===== config.mk =====
export PLATFORM = sky130hd
export DESIGN_NAME = branch_resolve_execute
export DESIGN_NICKNAME = d
export VERILOG_FILES = /design/src/rtl/branch_resolve_execute.sv
export SDC_FILE = /design/constraint.sdc
export NUM_CORES = 1
export LEC_CHECK = 0
export CAP_MARGIN = 40
export CORE_ASPECT_RATIO = 0.7
export CORE_MARGIN = 2
export CORE_UTILIZATION = 50
export DETAILED_ROUTE_END_ITERATION = 16
export HOLD_SLACK_MARGIN = 0.03
export PLACE_DENSITY = 0.82
export SLEW_MARGIN = 20
export SYNTH_ARGS = -nofsm -noshare
export SYNTH_HDL_FRONTEND = slang
export SYNTH_SLANG_ARGS = --single-unit

===== constraint.sdc =====
create_clock -name clk -period 10.1 [get_ports clk]
set_input_delay 1.515 -clock clk [delete_from_list [all_inputs] [get_ports clk]]
set_output_delay 1.515 -clock clk [all_outputs]
set_load 0.02 [all_outputs]

===== src/rtl/branch_resolve_execute.sv =====
// ---------------------------------------------------------------------------
// branch_resolve_execute
//
// Execute-stage half of the PC-redirect path. Holds the ID/EX register for
// the control-flow fields of an instruction and resolves branches and jumps.
// Prediction is static not-taken, so every taken branch or jump redirects
// fetch. The instruction fetched behind the branch is squashed, and the link
// value is produced for JAL/JALR writeback. PCs are word addresses:
// sequential increment is 1, and immediates are already in word units.
//
// Parameters
//   XLEN   datapath and PC width
//   CNT_W  width of each statistics counter (used only with the stats build)
//
// Ports
//   clk, rst                 clock and synchronous active-high reset
//   validD                   D stage holds a real instruction
//   branchD, jumpD, jalrD    conditional branch / JAL / JALR
//   funct3D                  branch condition code
//   pcD, pcincr4D            PC of the D instruction and pcD+1
//   immD                     sign-extended immediate, in word units
//   rs1D, rs2D               forwarded register operands
//   stallE                   hold the E register (downstream hazard)
//   pcsrcE, pctargetE        redirect select and redirect target for fetch
//   flushD                   discard the wrong-path instruction in D
//   linkE                    pcincr4 of the E instruction, for rd of JAL/JALR
//   validE                   E register holds a real instruction
//   stat_branches, stat_taken  resolved-branch and redirect counters
//
// Build option
//   BRANCH_STATS_EN  when defined, builds the two statistics counters.
//                    When undefined, the stat outputs are tied to zero.
// ---------------------------------------------------------------------------
module branch_resolve_execute #(
  parameter int XLEN  = 32,
  parameter int CNT_W = 16
) (
  input  logic             clk,
  input  logic             rst,
  input  logic             validD,
  input  logic             branchD,
  input  logic             jumpD,
  input  logic             jalrD,
  input  logic [2:0]       funct3D,
  input  logic [XLEN-1:0]  pcD,
  input  logic [XLEN-1:0]  pcincr4D,
  input  logic [XLEN-1:0]  immD,
  input  logic [XLEN-1:0]  rs1D,
  input  logic [XLEN-1:0]  rs2D,
  input  logic             stallE,
  output logic             pcsrcE,
  output logic [XLEN-1:0]  pctargetE,
  output logic             flushD,
  output logic [XLEN-1:0]  linkE,
  output logic             validE,
  output logic [CNT_W-1:0] stat_branches,
  output logic [CNT_W-1:0] stat_taken
);

  typedef enum logic {IDLE, REDIRECTED} state_t;

  state_t state_q, state_d;

  logic            validE_q, branchE_q, jumpE_q, jalrE_q;
  logic [2:0]      funct3E_q;
  logic [XLEN-1:0] pcE_q, pcIncrE_q, immE_q, rs1E_q, rs2E_q;

  logic            condMet;
  logic            takeE;
  logic            loadBubble;

  // Branch condition from funct3. Codes 010 and 011 have no branch meaning
  // and never take.
  always_comb begin
    condMet = 1'b0;
    case (funct3E_q)
      3'b000:  condMet = (rs1E_q == rs2E_q);
      3'b001:  condMet = (rs1E_q != rs2E_q);
      3'b100:  condMet = ($signed(rs1E_q) <  $signed(rs2E_q));
      3'b101:  condMet = ($signed(rs1E_q) >= $signed(rs2E_q));
      3'b110:  condMet = (rs1E_q <  rs2E_q);
      3'b111:  condMet = (rs1E_q >= rs2E_q);
      default: condMet = 1'b0;
    endcase
  end

  // A bubble in E never redirects. JALR has priority over JAL and branch
  // for the target, because it is the only one that bases off rs1.
  assign takeE     = validE_q & (jumpE_q | jalrE_q | (branchE_q & condMet));
  assign pctargetE = jalrE_q ? (rs1E_q + immE_q) : (pcE_q + immE_q);
  assign linkE     = pcIncrE_q;
  assign validE    = validE_q;

  // The instruction behind a redirect must not enter E. This holds both on
  // the redirect cycle itself and when the redirect was issued during a
  // stall, in which case the squash happens on the first unstalled edge.
  assign loadBubble = pcsrcE | (state_q == REDIRECTED);

  // FSM state register.
  always_ff @(posedge clk) begin
    if (rst) begin
      state_q <= IDLE;
    end else begin
      state_q <= state_d;
    end
  end

  // Next state: a redirect that is stalled in E is remembered, so the held
  // instruction does not redirect a second time. Leave on the first
  // unstalled edge.
  always_comb begin
    state_d = state_q;
    case (state_q)
      IDLE:       if (takeE && stallE) state_d = REDIRECTED;
      REDIRECTED: if (!stallE)         state_d = IDLE;
      default:    state_d = IDLE;
    endcase
  end

  // FSM outputs: only the first cycle of a taken instruction in E
  // redirects fetch and flushes D.
  always_comb begin
    pcsrcE = 1'b0;
    flushD = 1'b0;
    if (state_q == IDLE) begin
      pcsrcE = takeE;
      flushD = takeE;
    end
  end

  // ID/EX register. Reset clears everything. A stall holds all fields.
  // A squash loads a bubble with its control bits cleared. Otherwise the
  // D instruction moves in.
  always_ff @(posedge clk) begin
    if (rst) begin
      validE_q  <= 1'b0;
      branchE_q <= 1'b0;
      jumpE_q   <= 1'b0;
      jalrE_q   <= 1'b0;
      funct3E_q <= '0;
      pcE_q     <= '0;
      pcIncrE_q <= '0;
      immE_q    <= '0;
      rs1E_q    <= '0;
      rs2E_q    <= '0;
    end else if (!stallE) begin
      pcE_q     <= pcD;
      pcIncrE_q <= pcincr4D;
      immE_q    <= immD;
      rs1E_q    <= rs1D;
      rs2E_q    <= rs2D;
      if (loadBubble) begin
        validE_q  <= 1'b0;
        branchE_q <= 1'b0;
        jumpE_q   <= 1'b0;
        jalrE_q   <= 1'b0;
        funct3E_q <= '0;
      end else begin
        validE_q  <= validD;
        branchE_q <= branchD;
        jumpE_q   <= jumpD;
        jalrE_q   <= jalrD;
        funct3E_q <= funct3D;
      end
    end
  end

`ifdef BRANCH_STATS_EN
  logic [CNT_W-1:0] statBranches_q, statTaken_q;

  // A branch is counted once, on the edge where it leaves E. Redirects are
  // counted on the single cycle where pcsrcE pulses. Both counters wrap.
  always_ff @(posedge clk) begin
    if (rst) begin
      statBranches_q <= '0;
      statTaken_q    <= '0;
    end else begin
      if (!stallE && validE_q && branchE_q) statBranches_q <= statBranches_q + CNT_W'(1);
      if (pcsrcE)                           statTaken_q    <= statTaken_q + CNT_W'(1);
    end
  end

  assign stat_branches = statBranches_q;
  assign stat_taken    = statTaken_q;
`else
  assign stat_branches = '0;
  assign stat_taken    = '0;
`endif

endmodule

==> flow_summary_export.csv <==
group,metric,value,unit
clocking,cts_max_level,4,
pwr,ir_drop,91.55,uV
detailed_routing,wire_per_inst,16.35,um
clocking,cts_sinks,168,
synth,yosys_warnings,0,
setup_path,timing.rr.end,"jalrE_q",
floorplan,die_h,115,um
sta,fin_crit_sh,62.30,%
sta,fin_tns_setup,0,ns
clocking,clockRootBuffer,"clkbuf_16",
setup_path,critical_path_class,"reg -> out",
pwr,totalPowerFinal,1.751,mW
pwr,comb_power_share,23.2,%
clocking,post_cts_buffers,0,
sta,whs,0.4862,ns
floorplan,dieArea,18700,um2
global_route,grt_pass1_wl,36290,um
sta,report.final.slew_viol_count,0,
global_route,grt_overflow,0,
global_route,antenna_found_initial,0,
detailed_routing,firstDrtPassIters,5,
cells_and_area,post-route-util,68.66,%
detailed_routing,wirelength,22790,um
setup_path,rr_startpoint,"rs2E_q[31]",
placed_design,port_buffers,236,
floorplan,initial_core_util,51.12,%
hold_path,hold_class,"reg -> reg",
job,maxCapViolations,0,
setup_path,critPathLaunch,"jalrE_q",
sta,fin_skew,0.01293,ns
floorplan,die_x,162.6,um
pwr,internal_power,1.247,mW
floorplan,rows,40,
synth,yosysUniqueCellTypes,55,
clocking,post_cts_resized,0,
global_route,grt_pass1_vias,7181,
sta,setup_viol,0,
sta,finalHoldViolCount,0,
floorplan,pin_count,269,
synth,synthFlopType,"dfxtp_1",
synth,synthArstFlopShare,0,%
global_route,grt_util_all_layers,24.53,%
pwr,seqPwrFrac,41.7,%
setup_path,crit_family,"compound AO/OA/AOI/OAI gates",
placed_design,gp_congestion,0.8708,
setup_path,critPathSlowestCell,"clkdlybuf4s50_1",
placed_design,post-dp-hpwl,17130,um
synth,synth-seq-cells,168,
cells_and_area,nets,1384,
synth,seq_area_frac_synth,38.21,%
setup_path,cp.depth,14,
setup_path,path_cells,"mux2_2 -> ha_1 -> inv_1 -> fa_1 -> nor2b_1 -> o21ai_1 -> a21o_1 -> a31oi_1 -> a221o_1 -> a41oi_1 -> o2111ai_1 -> a21boi_0 -> o311ai_1 -> clkdlybuf4s50_1",
clocking,numCtsBuffers,17,
setup_path,required,8.59,ns
clocking,clock_latency,0.42,ns
status,outcome,"finished, final reports clean",
detailed_routing,drtAntennaViolNets,0,
pwr,power.leakage,5.392,nW
placed_design,pre_cts_ws,4.364,ns
cells_and_area,drive_above_1_share,6.535,%
clocking,clk_path_buf_depth,2,
setup_path,arrival,4.78,ns
pwr,powerDensity,148.1,nW/um2
clocking,cts_tree,"built",
sta,fmax,158.9,MHz
pwr,p_sw_share,28.75,%
sta,rsz0062_at_grt,"false",
clocking,clkTransAtPathRegs,0.07,ns
pwr,p_clk_share,35.1,%
pwr,switching_power,0.5034,mW
sta,setup_slack,3.808,ns
synth,postSynthAreaPerCell,9.453,um2
synth,synth_edf_count,0,
sta,worst_slew_pin_slew,0.7692,ns
setup_path,max_stage_delay,0.66,ns
synth,synthCells,931,
detailed_routing,vias_per_cell,5.199,
setup_path,reg2reg_depth,11,
clocking,ctsHoldBuffers,0,
setup_path,cp_max_fo,17,
setup_path,endpoint,"pctargetE[30]",
cells_and_area,antennaDiodeCount,0,
floorplan,core-area,17220,um2
global_route,grt_max_degree,75,
setup_path,end_kind,"primary output",
sta,maxSlewHeadroom,48.72,%
detailed_routing,drc_errors,0,
setup_path,crit_path_start_kind,"flop",
detailed_routing,drt_iter0_drc,467,
synth,syn_area,8801,um2
detailed_routing,vias,7248,
cells_and_area,area_delta_synth_final,34.30,%
sta,finalCriticalPeriod,6.292,ns
setup_path,regToRegSetupSlack,7.04,ns
setup_path,worst-path-buf-inv,2,
-- metal layers --
layer | wire length, um | global-route usage, % | vias up | share of wire (%)
met4 | 367 | 6.549 | 0 | 1.6
met3 | 1762 | 7.828 | 28 | 7.7
li1 | - | - | 3610 | -
met1 | 10910 | 33.18 | 3365 | 48
met2 | 9748 | 38.10 | 245 | 43
met5 | 0 | 0 | - | 0
-- synth_stat cells, types with 3 or more instances --
master	instances	area, um2
clkbuf_1	31	116.4
mux2i_1	163	1632
a32o_1	6	60.06
and3_1	3	18.77
buf_1	9	33.78
xnor2_1	19	166.4
o21a_1	6	45.04
nand4_1	4	25.02
nor2b_1	6	37.54
and4_1	3	26.28
a21o_1	19	142.6
mux2_2	30	337.8
nand3_1	9	45.04
xor2_1	9	78.83
inv_1	44	165.2
o21ai_0	19	95.09
a31oi_1	5	31.28
ha_1	63	788.3
a21oi_1	37	185.2
nand2_1	18	67.56
a211oi_1	7	52.55
dfxtp_1	168	3363
buf_4	33	247.7
nor2_1	179	671.9
-- worst min path at each step --
stage / from / endpoint / slack, ns / cells after the start
2_1_floorplan: branchE_q / branchE_q / 0.44 / 1
3_3_place_gp: branchE_q / branchE_q / 0.47 / 1
3_5_place_dp: branchE_q / branchE_q / 0.47 / 1
4_1_cts: branchE_q / branchE_q / 0.48 / 1
5_1_grt: rs2E_q[29] / rs2E_q[29] / 0.51 / 2
6_report: branchE_q / branchE_q / 0.49 / 1
-- registers in the layout (all words and copies together), names as in the netlist --
name / flops
state_q: 1
jalrE_q: 1
rs1E_q: 32
pcE_q: 32
linkE: 32
rs2E_q: 32
branchE_q: 1
validE: 1
immE_q: 32
funct3E_q: 3
jumpE_q: 1
-- stage by stage --
stage | std cells | instance area [um2]
4_1_cts | 1394 | 11820
3_3_place_gp | 1359 | 11200
6_report | 1394 | 11820
5_1_grt | 1394 | 11820
3_5_place_dp | 1362 | 11260
2_1_floorplan | 962 | 8917
-- cells by family (layout without fill, tap and decap cells) --
| logic type | after synthesis | in the layout | synth area share [%] |
|---|---|---|---|
| and+or+nand+nor | 237 | 237 | 11.37 |
| xor gates and xnor gates | 28 | 28 | 2.787 |
| other | 1 | 32 | 0.04261 |
| buffers and inverters | 117 | 318 | 6.397 |
| DFF | 168 | 168 | 38.21 |
| muxes | 193 | 193 | 22.38 |
| AOI/OAI and AO/OA | 123 | 123 | 9.625 |
| adders and majority gates | 64 | 64 | 9.184 |
-- layout make-up --
| type | count | area, um2 |
|---|---|---|
| inverter | 44 | 165.2 |
| clock inverter | 11 | 86.33 |
| tap | 231 | 289.0 |
| sequential | 168 | 3364 |
| fill | 1385 | 5396 |
| clock buffer | 21 | 470.5 |
| multi-input combinational | 677 | 4991 |
| timing repair buffer | 242 | 2454 |
-- power groups by stage --
stage | clock, mW | combinational (mW) | sequential (mW)
floorplan | 0 | 0.235 | 0.745
global placement | 0 | 0.395 | 0.743
detailed placement | 0 | 0.403 | 0.745
CTS | 0.624 | 0.406 | 0.731
global route | 0.654 | 0.439 | 0.736
finish | 0.614 | 0.406 | 0.731
-- placed cells by master (no fill, tap or decap), types with 19 or more instances in the layout --
cell type / instances
nor2_1: 179
a21o_1: 19
dfxtp_1: 167
clkdlybuf4s50_1: 234
mux2_2: 30
a21oi_1: 37
xnor2_1: 19
conb_1: 32
inv_1: 44
mux2i_1: 163
o21ai_0: 19
ha_1: 63
Note: power is estimated with default switching activity, not from simulation.
